[src/rtl/taiga_config.sv]
// Project-wide configuration constants shared by the load/store unit.
package taiga_config;

   localparam int SB_DEPTH = 4;

endpackage

[src/rtl/sb_forward_select.sv]
// Picks the youngest set bit of an occupancy-qualified match vector, where age
// runs from head (oldest) towards tail (one past the youngest).
module sb_forward_select
   import taiga_config::*;
#(
   parameter int DEPTH = SB_DEPTH
) (
   input  logic [DEPTH-1:0]         match,
   input  logic [$clog2(DEPTH)-1:0] head,
   input  logic [$clog2(DEPTH)-1:0] tail,
   output logic [DEPTH-1:0]         youngest
);

   localparam int PW = $clog2(DEPTH);

   logic [PW-1:0] span;
   logic [PW-1:0] idx;

   // Walk oldest to youngest so the last match seen wins. A zero span means
   // the ring is full (an empty ring produces no matches at all).
   always_comb begin
      youngest = '0;
      span     = tail - head;
      idx      = head;
      for (int k = 0; k < DEPTH; k++) begin
         idx = head + PW'(k);
         if (((span == '0) || (PW'(k) < span)) && match[idx]) begin
            youngest      = '0;
            youngest[idx] = 1'b1;
         end
      end
   end

endmodule

[src/rtl/ls_store_buffer.sv]
// Committed-store buffer: in-order FIFO to memory with youngest-entry
// coalescing and combinational store-to-load forwarding.
module ls_store_buffer
   import taiga_config::*;
#(
   parameter int DEPTH  = SB_DEPTH,
   parameter int ADDR_W = 32,
   parameter int DATA_W = 32,
   parameter int ID_W   = 3
) (
   input  logic                       clk,
   input  logic                       rst,
   input  logic                       st_valid,
   output logic                       st_ready,
   input  logic [ADDR_W-1:0]          st_addr,
   input  logic [DATA_W-1:0]          st_data,
   input  logic [DATA_W/8-1:0]        st_be,
   input  logic [ID_W-1:0]            st_id,
   input  logic                       ld_check,
   input  logic [ADDR_W-1:0]          ld_addr,
   input  logic [DATA_W/8-1:0]        ld_be,
   output logic                       fwd_hit,
   output logic [DATA_W-1:0]          fwd_data,
   output logic                       fwd_stall,
   output logic                       mem_valid,
   input  logic                       mem_ready,
   output logic [ADDR_W-1:0]          mem_addr,
   output logic [DATA_W-1:0]          mem_data,
   output logic [DATA_W/8-1:0]        mem_be,
   output logic [ID_W-1:0]            mem_id,
   output logic [$clog2(DEPTH):0]     sb_count,
   output logic                       sb_empty
);

   localparam int BE_W  = DATA_W / 8;
   localparam int OFF_W = $clog2(BE_W);
   localparam int WA_W  = ADDR_W - OFF_W;
   localparam int PW    = $clog2(DEPTH);
   localparam int CW    = PW + 1;

   typedef struct packed {
      logic [WA_W-1:0]   waddr;
      logic [DATA_W-1:0] data;
      logic [BE_W-1:0]   be;
      logic [ID_W-1:0]   id;
   } entry_t;

   entry_t        ent [DEPTH];
   logic [PW-1:0] head;
   logic [PW-1:0] tail;
   logic [CW-1:0] count;

   function automatic logic [PW-1:0] ptr_inc(input logic [PW-1:0] p);
      return (p == PW'(DEPTH - 1)) ? '0 : p + 1'b1;
   endfunction

   logic [WA_W-1:0] st_waddr;
   logic [WA_W-1:0] ld_waddr;
   logic            unused_addr_bits;

   assign st_waddr         = st_addr[ADDR_W-1:OFF_W];
   assign ld_waddr         = ld_addr[ADDR_W-1:OFF_W];
   assign unused_addr_bits = ^{st_addr[OFF_W-1:0], ld_addr[OFF_W-1:0]};

   // Handshakes on both sides are plain valid/ready: a transfer happens on a
   // rising edge where valid and ready are both high; valid never waits on ready.
   logic          push;
   logic          pop;
   logic          coalesce;
   logic          alloc;
   logic [PW-1:0] yidx;

   assign st_ready  = (count != CW'(DEPTH));
   assign mem_valid = (count != '0);
   assign push      = st_valid & st_ready;
   assign pop       = mem_valid & mem_ready;
   assign yidx      = (tail == '0) ? PW'(DEPTH - 1) : tail - 1'b1;

   // Requiring two entries keeps the head (possibly mid-transfer) untouched.
   assign coalesce  = push && (count >= CW'(2)) && (ent[yidx].waddr == st_waddr);
   assign alloc     = push & ~coalesce;

   always_ff @(posedge clk or negedge rst) begin
      if (!rst) begin
         head  <= '0;
         tail  <= '0;
         count <= '0;
      end else begin
         if (alloc) tail <= ptr_inc(tail);
         if (pop)   head <= ptr_inc(head);
         case ({alloc, pop})
            2'b10:   count <= count + 1'b1;
            2'b01:   count <= count - 1'b1;
            default: count <= count;
         endcase
      end
   end

   entry_t new_ent;
   entry_t merged;

   always_comb begin
      new_ent.waddr = st_waddr;
      new_ent.data  = st_data;
      new_ent.be    = st_be;
      new_ent.id    = st_id;
      merged        = ent[yidx];
      for (int b = 0; b < BE_W; b++) begin
         if (st_be[b]) merged.data[b*8 +: 8] = st_data[b*8 +: 8];
      end
      merged.be = ent[yidx].be | st_be;
      merged.id = st_id;
   end

   // Entry payload is deliberately not reset; occupancy alone defines validity.
   always_ff @(posedge clk) begin
      if (alloc) begin
         ent[tail] <= new_ent;
      end else if (coalesce) begin
         ent[yidx] <= merged;
      end
   end

   assign mem_addr = {ent[head].waddr, {OFF_W{1'b0}}};
   assign mem_data = ent[head].data;
   assign mem_be   = ent[head].be;
   assign mem_id   = ent[head].id;
   assign sb_count = count;
   assign sb_empty = (count == '0);

   logic [DEPTH-1:0] occupied;
   logic [DEPTH-1:0] match;
   logic [DEPTH-1:0] youngest;
   logic [PW-1:0]    off;

   always_comb begin
      occupied = '0;
      match    = '0;
      off      = '0;
      for (int i = 0; i < DEPTH; i++) begin
         off         = PW'(i) - head;
         occupied[i] = ({1'b0, off} < count);
         match[i]    = ld_check && occupied[i] && (ent[i].waddr == ld_waddr);
      end
   end

   sb_forward_select #(
      .DEPTH (DEPTH)
   ) u_select (
      .match    (match),
      .head     (head),
      .tail     (tail),
      .youngest (youngest)
   );

   logic [DATA_W-1:0] sel_data;
   logic [BE_W-1:0]   sel_be;
   logic              any_match;

   always_comb begin
      sel_data = '0;
      sel_be   = '0;
      for (int i = 0; i < DEPTH; i++) begin
         if (youngest[i]) begin
            sel_data = sel_data | ent[i].data;
            sel_be   = sel_be | ent[i].be;
         end
      end
   end

   assign any_match = |match;
   assign fwd_hit   = any_match && ((sel_be & ld_be) == ld_be);
   assign fwd_stall = any_match && !fwd_hit;
   assign fwd_data  = fwd_hit ? sel_data : '0;

endmodule

[config.mk]
export PLATFORM = sky130hd
export DESIGN_NAME = ls_store_buffer
export DESIGN_NICKNAME = d
export VERILOG_FILES = /design/src/rtl/taiga_config.sv /design/src/rtl/sb_forward_select.sv /design/src/rtl/ls_store_buffer.sv
export SDC_FILE = /design/constraint.sdc
export NUM_CORES = 1
export LEC_CHECK = 0
export ABC_AREA = 1
export CORE_AREA = 2 2 229 186
export DETAILED_ROUTE_END_ITERATION = 7
export DIE_AREA = 0 0 231 188
export PLACE_DENSITY = 0.76
export SKIP_LAST_GASP = 1
export SLEW_MARGIN = 20
export SYNTH_ARGS = -nofsm -noshare
export SYNTH_HDL_FRONTEND = slang
export SYNTH_SLANG_ARGS = --single-unit
[constraint.sdc]
create_clock -name clk -period 8.48 [get_ports clk]
set_input_delay 1.696 -clock clk [delete_from_list [all_inputs] [get_ports clk]]
set_output_delay 1.696 -clock clk [all_outputs]
set_load 0.05 [all_outputs]
==> impl_metrics.env, run 1 <==
export IMPL_run_status="finished, final reports clean"
export IMPL_core_area_um2=41200
export IMPL_dr_pass1_iters=6
export IMPL_synthDistinctLibCells=57
export IMPL_worstSkewPairLatency_ns=0.60
export IMPL_cp_cell_sequence="inv_2 > ha_1 > ha_1 > a21boi_0 > o21ai_0 > nand3_1 > nor2_1 > nand3_1 > nand3_1 > nand2_1 > nor2_8 > nand2_1 > nand3_1 > nand3_1 > nor2_1 > nor2_2 > a21boi_0 > clkdlybuf4s50_1"
export IMPL_tritoncts_num_buffers=31
export IMPL_fmax_mhz=129
export IMPL_min_period_over_period_pct=91.3
export IMPL_die_x_um=231
export IMPL_synth_area_leaders="edfxtp_1 45%, nand2_1 11%, o21ai_0 7.4%"
export IMPL_timing_final_hold_violations=0
export IMPL_wire_length_of_the_first_global_routing_pass_mm=106
export IMPL_postCtsSetupBuffers=0
export IMPL_reg2reg_start="tail[0]"
export IMPL_timing_max_cap_violations=0
export IMPL_most_frequent_cells_in_the_layout="536 x nand2_1, 297 x nor2_1, 276 x edfxtp_1"
export IMPL_detail_route_vias_per_cell=5.99
export IMPL_holdCritStartpoint="sb_count[1]"
export IMPL_sequential_cell_area_um2=8470
export IMPL_place_port_buffers=216
export IMPL_timing_worst_slew_pin_value_ns=1.03
export IMPL_design_final_nets=2615
export IMPL_finalMaxSlewViolations=0
export IMPL_tritoncts="yes"
export IMPL_hold_path_cell_count=2
export IMPL_layout_area_overhead_vs_synth_pct=20.8
export IMPL_first_global_vias=16700
export IMPL_finish_instance_area_um2=22100
export IMPL_post_layout_total_power_mw=9.93
export IMPL_comb_power_share_pct=64.5
export IMPL_layout_cells_most_common="nand2_1"
export IMPL_cp_start_kind="flip-flop"
export IMPL_postSynth_asyncResetShare_pct=2.47
export IMPL_postSynth_topFlopCell="edfxtp_1"
export IMPL_remaining_drc_errors=0
export IMPL_grt_overflow=0
export IMPL_root_buffer="clkbuf_16"
export IMPL_design_die_area_um2=43400
export IMPL_ff2ff_path_depth=15
export IMPL_routed_via_count=18300
export IMPL_post_synth_cell_area_avg_um2=7.77
export IMPL_synth_edf_count=276
export IMPL_place_detailed_hpwl_mm=51.1
export IMPL_antenna_found_initial=2
export IMPL_place_gp_congestion=1.04
export IMPL_setup_reg_to_reg_worst_slack_ns=2.23
export IMPL_totalWireLength_mm=72.3
export IMPL_clock_sink_count=283
export IMPL_synth_yosys_warnings=0
export IMPL_floorplan_rows=67
export IMPL_multi_input_comb_area_um2=8460
export IMPL_route_antenna_remaining_nets=0
export IMPL_crit_path_max_incr_delay_ns=0.87
export IMPL_crit_fanout=42
export IMPL_dpl_worst_slack_ns=0.940
export IMPL_netlist_area_leader_share_pct=45.3
export IMPL_cts_hold_repair_buffers=0
export IMPL_fin_tns_setup_ns=0
export IMPL_ios=223
export IMPL_rsz0062_at_grt="no"
export IMPL_final_min_clock_period_ns=7.74
export IMPL_power_sequential_fraction_pct=21.4
export IMPL_max_slew_margin_pct=31.4
export IMPL_ir_drop_v=0.000556
export IMPL_pleak_nw=8.76
export IMPL_internal_power_mw=4.54
export IMPL_yosysSeqAreaShare_pct=46.2
export IMPL_track_usage_pct=32.6
export IMPL_synthesis_area_um2=18300
export IMPL_fp_dieH_um=188
export IMPL_wl_per_cell_um=23.6
export IMPL_final_critical_path_setup_slack_ns=0.740
export IMPL_cp_end_kind="primary output"
export IMPL_worst_hold_path_endpoint="sb_count[1]"
export IMPL_netSwitchingFraction_pct=54.2
export IMPL_proportion_of_layout_cells_with_a_drive_suffix_above_1_pct=7.14
export IMPL_fillerInstances=3787
export IMPL_timing_hold_worst_class="reg -> reg"
export IMPL_cp_startpoint="head[1]"
export IMPL_cts_resized_gates=0
export IMPL_post_synth_inst_count=2356
export IMPL_cts_buffer_depth=3
export IMPL_first_iter_violations=2663
export IMPL_timing_critical_path_required_ns=6.78
export IMPL_pwr_density_cell_nw_per_um2=449
export IMPL_synthesized_flop_and_latch_total=283
export IMPL_placed_cell_area_um2=21100
export IMPL_cts_clk_slew_worst_paths_ns=0.06
export IMPL_cts_htree_levels=1
export IMPL_clock_skew_final_ns=0.0271
export IMPL_finish_cell_count_without_fillers=3061
export IMPL_setup_violations=0
export IMPL_yosys_area_top_type="edfxtp_1"
export IMPL_dp_cells=3006
export IMPL_grt_start_max_net_pins=111
export IMPL_power_net_switching_mw=5.38
export IMPL_critPathMostFrequentCell="nand3_1"
export IMPL_timing_setup_critical_path_class="reg -> out"
export IMPL_share_clk_of_total_power_pct=14.1
export IMPL_critPathSlowestCell="clkdlybuf4s50_1"
export IMPL_cp_arrival_ns=6.04
export IMPL_reg2reg_to="ent[1][50]"
export IMPL_start_util_pct=44.4
==> flip-flops by register name, summed over array words and instances (netlist names) <==
| signal | cells |
|---|---|
| head | 2 |
| tail | 2 |
| ent | 276 |
| sb_count | 3 |
==> synth_stat cells (4+ instances only) <==
master     count
ha_1          15
buf_1          7
or2_2         18
o21ai_0      271
o2111ai_1      8
nor2_2         7
nor2_1       302
a31o_2         4
edfxtp_1     276
inv_1        195
nand2_1      536
nand3b_1       4
nand2_2        5
xnor2_1       40
a21oi_1      168
o22ai_1       49
inv_2         13
clkbuf_1     103
o21a_1        29
o211ai_1       6
buf_4          5
dfrtp_1        7
buf_2         27
nor4_1        16
nand4_1       45
nor3_1        13
xor2_1        11
nand3_1      106
a22o_1        25
==> power groups by stage <==
stage | Combinational, mW | Sequential, mW | Clock (mW)
2_1_floorplan | 4.30 | 2.06 | 0
5_1_grt | 6.85 | 2.15 | 1.47
3_5_place_dp | 6.26 | 2.14 | 0
6_report | 6.40 | 2.13 | 1.40
4_1_cts | 6.29 | 2.12 | 1.42
3_3_place_gp | 6.17 | 2.12 | 0
==> stage by stage <==
stage | util (%) | hold WS (ns)
after global routing | 53.6 | 0.602
after CTS | 53.6 | 0.551
after global placement | 51.1 | 0.514
after detailed placement | 51.1 | 0.536
final | 53.6 | 0.547
after floorplan | - | 0.518
==> worst max path at each step <==
stage / to / cells past startpoint
finish: fwd_stall / 18
floorplan: ent[2][0] / 22
CTS: fwd_stall / 18
detailed placement: fwd_stall / 18
global placement: fwd_stall / 18
global route: fwd_data[1] / 22
==> area by class of cell <==
cell class,instances,share of cell area [%]
antenna,1,0.0113
clock buffer,34,3.56
clock inverter,20,1.11
inverter,209,3.56
multi-input combinational,1718,38.3
sequential,283,38.3
tap,552,3.12
timing repair buffer,244,12.0
==> routing by layer <==
layer | track usage [%] | vias to the layer above | share of wire (%) | wire, µm
li1 | - | 8279 | - | -
met2 | 47.4 | 1267 | 42 | 30600
met3 | 4.56 | 157 | 12 | 8720
met4 | 8.71 | 0 | 2.9 | 2100
met1 | 50.4 | 8631 | 43 | 30800
met5 | 0 | - | 0 | 0
==> logic make-up after synthesis <==
logic type | share of synthesized area, %
compound gates | 17.5
xor+xnor | 2.53
fa+ha+maj | 1.13
buf+inv | 7.72
flops | 46.2
other cells | 0.0205
simple gates | 24.9
==> worst max-delay path: cells and delay by family (launching register included) <==
kind	cells	cell delay, ns
AOI/OAI and AO/OA	3	0.90
buffers and inverters	2	1.51
DFF	1	0.41
adders and majority gates	2	0.75
and+or+nand+nor	11	1.86
Note: power is estimated with default switching activity, not from simulation.
==> run 2: changes to the inputs <==
--- a/config.mk
+++ b/config.mk
@@ -7,6 +7,7 @@
 export LEC_CHECK = 0
 export ABC_AREA = 1
 export CORE_AREA = 2 2 229 186
+export CTS_BUF_LIST = sky130_fd_sc_hd__clkbuf_8
 export DETAILED_ROUTE_END_ITERATION = 7
 export DIE_AREA = 0 0 231 188
 export PLACE_DENSITY = 0.76
==> run 2 against run 1 <==
Net effect:
- fmax is 0.49% lower
- cell area down 0.56%
- utilization is 0.30 points lower
- critical endpoint unchanged
- highest routed layer unchanged
==> impl_metrics.env, run 2 (synthesis results as in run 1) <==
export IMPL_grt_start_max_net_pins=111
export IMPL_tritoncts_num_buffers=48
export IMPL_setup_violations=0
export IMPL_floorplan_rows=67
export IMPL_timing_setup_critical_path_class="reg -> out"
export IMPL_share_clk_of_total_power_pct=12.5
export IMPL_die_x_um=231
export IMPL_proportion_of_layout_cells_with_a_drive_suffix_above_1_pct=7.72
export IMPL_wire_length_of_the_first_global_routing_pass_mm=107
export IMPL_reg_with_most_ffs="ent"
export IMPL_clock_sink_count=283
export IMPL_power_net_switching_mw=5.42
export IMPL_grt_overflow=0
export IMPL_core_area_um2=41200
export IMPL_antenna_found_initial=2
export IMPL_sequential_cell_area_um2=8470
export IMPL_cts_clk_slew_worst_paths_ns=0.06
export IMPL_finalMaxSlewViolations=0
export IMPL_routed_via_count=18300
export IMPL_timing_hold_worst_class="reg -> reg"
export IMPL_worstSkewPairLatency_ns=0.65
export IMPL_ir_drop_v=0.000487
export IMPL_crit_fanout=42
export IMPL_fillerInstances=3826
export IMPL_place_detailed_hpwl_mm=51.1
export IMPL_rsz0062_at_grt="no"
export IMPL_layout_area_overhead_vs_synth_pct=20.1
export IMPL_timing_max_cap_violations=0
export IMPL_place_port_buffers=216
export IMPL_first_iter_violations=2973
export IMPL_cts_hold_repair_buffers=0
export IMPL_detail_route_vias_per_cell=5.93
export IMPL_timing_critical_path_required_ns=6.78
export IMPL_cp_end_kind="primary output"
export IMPL_totalWireLength_mm=72.7
export IMPL_wl_per_cell_um=23.5
export IMPL_postCtsSetupBuffers=0
export IMPL_layout_cells_most_common="nand2_1"
export IMPL_design_die_area_um2=43400
export IMPL_clock_skew_final_ns=0.0397
export IMPL_cts_resized_gates=0
export IMPL_root_buffer="clkbuf_8"
export IMPL_track_usage_pct=33.0
export IMPL_fp_dieH_um=188
export IMPL_remaining_drc_errors=0
export IMPL_largest_register_ff_count=276
export IMPL_cts_htree_levels=2
export IMPL_route_antenna_remaining_nets=0
export IMPL_post_layout_total_power_mw=9.75
export IMPL_place_gp_congestion=1.04
export IMPL_most_frequent_cells_in_the_layout="536 x nand2_1, 297 x nor2_1, 276 x edfxtp_1"
export IMPL_timing_final_hold_violations=0
export IMPL_multi_input_comb_area_um2=8460
export IMPL_cts_buffer_depth=3
export IMPL_cp_arrival_ns=6.08
export IMPL_postLayoutCoreUtil_pct=53.3
export IMPL_fmax_mhz=129
export IMPL_design_final_nets=2632
export IMPL_run_status="finished, final reports clean"
export IMPL_first_global_vias=16900
export IMPL_pleak_nw=8.79
export IMPL_fin_tns_setup_ns=0
export IMPL_max_slew_margin_pct=30.7
export IMPL_netSwitchingFraction_pct=55.6
export IMPL_tritoncts="yes"
export IMPL_power_sequential_fraction_pct=21.8
export IMPL_dr_pass1_iters=8
export IMPL_hold_ws_ns=0.550
export IMPL_timing_worst_slew_pin_value_ns=1.04
export IMPL_final_min_clock_period_ns=7.78
export IMPL_pwr_density_cell_nw_per_um2=443
export IMPL_comb_power_share_pct=65.7
export IMPL_ios=223
export IMPL_internal_power_mw=4.33
export IMPL_min_period_over_period_pct=91.7
export IMPL_cp_start_kind="flip-flop"
export IMPL_start_util_pct=44.4
[run 2: changes by cell type in the layout (fill, tap and decap cells not counted)]
cell,previous run,this run
inv_1,192,207
diode_2,1,2
bufinv_16,5,2
inv_8,0,1
clkbuf_1,3,0
clkinvlp_4,3,1
clkinv_8,0,1
clkbuf_8,0,48
clkinv_1,6,9
clkbuf_16,31,0
clkinv_2,5,9
clkinv_4,1,0
[run 2: final timing paths]
check                            start     endpoint  slack [ns]  cells past startpoint
hold / removal             sb_count[1]  sb_count[1]        0.55                      2
max in group asynchronous          rst      head[0]        6.85                      1
setup reg to reg               tail[0]   ent[1][68]        2.27                     15
hold reg to reg            sb_count[1]  sb_count[1]        0.55                      2
setup / recovery               head[1]    fwd_stall        0.70                     18
min in group asynchronous          rst  sb_count[1]        1.35                      1
[run 2: final cells by class]
cell class | instances | share of cell area [%]
sequential | 283 | 38.5
multi-input combinational | 1718 | 38.5
timing repair buffer | 244 | 12.1
inverter | 209 | 3.58
tap | 552 | 3.14
clock buffer | 48 | 3.01
clock inverter | 38 | 1.12
antenna | 2 | 0.0228
[run 2: per-stage QoR]
step	worst slack (ns)	instances	area [µm²]
floorplan	1.52	2357	18300
detailed placement	0.940	3006	21100
finish	0.701	3094	22000
global route	0.594	3092	22000
global placement	0.904	3006	21100
CTS	0.854	3092	22000
[run 2: power groups by stage]
| stage | clock network, mW | registers, mW | logic, mW |
|---|---|---|---|
| after floorplan | 0 | 2.06 | 4.30 |
| after global placement | 0 | 2.12 | 6.17 |
| after detailed placement | 0 | 2.14 | 6.26 |
| after CTS | 1.23 | 2.12 | 6.29 |
| after global routing | 1.29 | 2.15 | 6.87 |
| final | 1.22 | 2.12 | 6.40 |
[run 2: layer usage]
metal	global-route usage, %	share of wire (%)
met1	50.4	43
met3	5.38	12
met5	0	0
met4	9.08	2.9
met2	47.9	43
[run 2: critical path, cell delays in order, from the launching register on]
cell,delay (ns)
dfrtp_2,0.41
inv_2,0.64
ha_1,0.45
ha_1,0.30
a21boi_0,0.12
o21ai_0,0.60
nand3_1,0.23
nor2_1,0.30
nand3_1,0.18
nand3_1,0.13
nand2_1,0.12
nor2_8,0.18
nand2_1,0.27
nand3_1,0.18
nand3_1,0.09
nor2_1,0.12
nor2_2,0.08
a21boi_0,0.18
clkdlybuf4s50_1,0.88
==> run 3: changes to the inputs <==
--- a/config.mk
+++ b/config.mk
@@ -6,11 +6,13 @@
 export NUM_CORES = 1
 export LEC_CHECK = 0
 export ABC_AREA = 1
-export CORE_AREA = 2 2 229 186
+export CELL_PAD_IN_SITES_DETAIL_PLACEMENT = 1
+export CELL_PAD_IN_SITES_GLOBAL_PLACEMENT = 2
+export CORE_AREA = 2 2 275 223
 export CTS_BUF_LIST = sky130_fd_sc_hd__clkbuf_8
 export DETAILED_ROUTE_END_ITERATION = 7
-export DIE_AREA = 0 0 231 188
-export PLACE_DENSITY = 0.76
+export DIE_AREA = 0 0 277 225
+export PLACE_DENSITY = 0.89
 export SKIP_LAST_GASP = 1
 export SLEW_MARGIN = 20
 export SYNTH_ARGS = -nofsm -noshare
==> constraint.sdc (replaced) <==
create_clock -name clk -period 6.8 [get_ports clk]
set_input_delay 1.36 -clock clk [delete_from_list [all_inputs] [get_ports clk]]
set_output_delay 1.36 -clock clk [all_outputs]
set_load 0.05 [all_outputs]
==> run 3 against run 2 <==
Net effect:
- die area rose by 44%
- clock skew is 0.0028 ns lower
- largest cell class is now multi-input combinational cells
- clock power is 25% higher
- sequential cell count unchanged
- cell area up 3.7%
- hold slack improved by 0.016 ns
==> impl_metrics.env, run 3 (synthesis results as in run 1) <==
export IMPL_run_status="finished, final reports clean"
export IMPL_hold_ws_ns=0.567
export IMPL_worstSkewPairLatency_ns=0.67
export IMPL_timing_hold_worst_class="reg -> reg"
export IMPL_layout_area_overhead_vs_synth_pct=24.5
export IMPL_wl_per_cell_um=24.1
export IMPL_setup_violations=0
export IMPL_wire_length_of_the_first_global_routing_pass_mm=119
export IMPL_finish_instance_area_um2=22800
export IMPL_placed_cell_area_um2=21800
export IMPL_place_port_buffers=216
export IMPL_timing_final_hold_violations=0
export IMPL_cts_buffer_depth=3
export IMPL_tritoncts="yes"
export IMPL_first_iter_violations=1671
export IMPL_place_detailed_hpwl_mm=58.4
export IMPL_detail_route_vias_per_cell=5.44
export IMPL_tritoncts_num_buffers=51
export IMPL_floorplan_rows=80
export IMPL_dr_pass1_iters=5
export IMPL_crit_path_max_incr_delay_ns=0.72
export IMPL_pwr_density_cell_nw_per_um2=557
export IMPL_postCtsSetupBuffers=0
export IMPL_worst_path_buf_inv=4
export IMPL_clock_sink_count=283
export IMPL_max_slew_margin_pct=33.2
export IMPL_root_buffer="clkbuf_8"
export IMPL_layout_cells_most_common="nand2_1"
export IMPL_rsz0062_at_grt="yes"
export IMPL_cp_end_kind="primary output"
export IMPL_final_min_clock_period_ns=6.57
export IMPL_pleak_nw=9.04
export IMPL_timing_max_cap_violations=0
export IMPL_crit_fanout=28
export IMPL_design_final_nets=2670
export IMPL_remaining_drc_errors=0
export IMPL_finalMaxSlewViolations=0
export IMPL_core_area_um2=59300
export IMPL_routed_via_count=18300
export IMPL_grt_start_max_net_pins=178
export IMPL_cp_cell_sequence="clkdlybuf4s50_1 > xnor2_1 > buf_4 > nand2_1 > nor2_1 > nand3_1 > nor2_1 > nand3_1 > nand3_2 > nand3_1 > nand2_1 > nand3_1 > nand2_4 > nand2_2 > o21ai_1 > nor2_1 > nor2_2 > nand3_4 > buf_12 > nor2_1 > buf_12"
export IMPL_route_antenna_remaining_nets=0
export IMPL_fp_dieH_um=225
export IMPL_totalWireLength_mm=81.0
export IMPL_largest_register_ff_count=276
export IMPL_cts_htree_levels=2
export IMPL_most_frequent_cells_in_the_layout="536 x nand2_1, 291 x nor2_1, 276 x edfxtp_1"
export IMPL_design_die_area_um2=62300
export IMPL_grt_overflow=0
export IMPL_antenna_found_initial=1
export IMPL_cp_start_kind="input port"
export IMPL_cts_clk_slew_worst_paths_ns=0.07
export IMPL_min_period_over_period_pct=96.6
export IMPL_place_gp_congestion=0.971
export IMPL_proportion_of_layout_cells_with_a_drive_suffix_above_1_pct=9.34
export IMPL_ir_drop_v=0.000418
export IMPL_ios=223
export IMPL_timing_critical_path_max_delay_family="simple AND/OR/NAND/NOR gates"
export IMPL_fmax_mhz=152
export IMPL_power_net_switching_mw=7.03
export IMPL_clock_skew_final_ns=0.0369
export IMPL_critPathSlowestCell="clkdlybuf4s50_1"
export IMPL_start_util_pct=30.9
export IMPL_timing_worst_slew_pin_value_ns=1.00
export IMPL_setup_reg_to_reg_worst_slack_ns=1.45
export IMPL_comb_power_share_pct=67.5
export IMPL_share_clk_of_total_power_pct=12.0
export IMPL_netSwitchingFraction_pct=55.4
export IMPL_first_global_vias=18500
export IMPL_timing_setup_critical_path_class="in -> out"
export IMPL_timing_critical_path_required_ns=5.44
export IMPL_power_sequential_fraction_pct=20.5
export IMPL_reg_with_most_ffs="ent"
export IMPL_track_usage_pct=25.4
export IMPL_internal_power_mw=5.65
export IMPL_die_x_um=277
export IMPL_cp_arrival_ns=5.21
## run 3: cell count changes in the layout (fill, tap and decap cells not counted), moves of 4 or more
cell and change:
buf_4 +18, clkinv_1 +5, nor2_2 +6, clkbuf_8 +4, nor2_1 -6, buf_12 +19
## run 3: worst paths after layout
kind / from / end / depth (start not counted)
min reg2reg: sb_count[1] / sb_count[1] / 2
max in group asynchronous: rst / head[0] / 1
min in group asynchronous: rst / sb_count[0] / 1
min: sb_count[1] / sb_count[1] / 2
max reg2reg: tail[0] / ent[2][6] / 17
max: ld_addr[12] / fwd_data[31] / 21
## run 3: power groups by stage
| stage | logic, mW | registers, mW | clock network, mW |
|---|---|---|---|
| 2_1_floorplan | 5.36 | 2.56 | 0 |
| 3_3_place_gp | 8.30 | 2.60 | 0 |
| 3_5_place_dp | 8.46 | 2.63 | 0 |
| 4_1_cts | 8.49 | 2.59 | 1.56 |
| 5_1_grt | 9.20 | 2.64 | 1.63 |
| 6_report | 8.56 | 2.60 | 1.52 |
## run 3: final cells by class
cell class	instances	area, µm²
Clock buffer	52	716
Tap cell	779	975
Clock inverter	40	200
Multi-Input combinational cell	1718	8480
Fill cell	7095	36500
Antenna cell	1	2.50
Inverter	209	788
Sequential cell	283	8470
Timing Repair Buffer	279	3150
## run 3: what timing repair did
item | in CTS | in global routing
resized for setup | 0 | 9
endpoints found under the setup margin | 0 | 32
endpoints found under the hold margin | 0 | 0
hold buffers | 0 | 0
## run 3: stage by stage
stage	setup WS, ns	setup TNS (ns)	utilization (%)	std cells	total power, mW
CTS	0.234	0	38.4	3360	12.6
global route	-0.0370	-0.128	38.5	3360	13.5
floorplan	-0.163	-22.50	-	2357	7.93
detailed placement	0.268	0	36.9	3268	11.1
finish	0.228	0	38.5	3361	12.7
global placement	0.325	0	36.9	3268	10.9
## run 3: worst reg2reg max path, stage by stage (launching register included)
cell,delay (ns)
dfrtp_4,0.68
inv_2,0.12
ha_2,0.39
buf_4,0.43
a21oi_1,0.09
o21ai_0,0.09
nand2_1,0.09
xnor2_1,0.31
nor4_1,0.53
nand4_1,0.51
nor4_1,0.40
buf_4,0.19
nand2_1,0.08
nand2_1,0.08
o21ai_0,0.10
or2_2,0.35
nor2_4,0.13
buf_12,0.36
## run 3: routing by layer
layer | vias to the layer above | GRT usage, % | share of wire [%]
met4 | 2 | 7.38 | 2.5
met1 | 9156 | 36.0 | 46
li1 | 8395 | - | -
met3 | 121 | 3.72 | 6.7
met5 | - | 0 | 0.016
met2 | 610 | 40.3 | 44
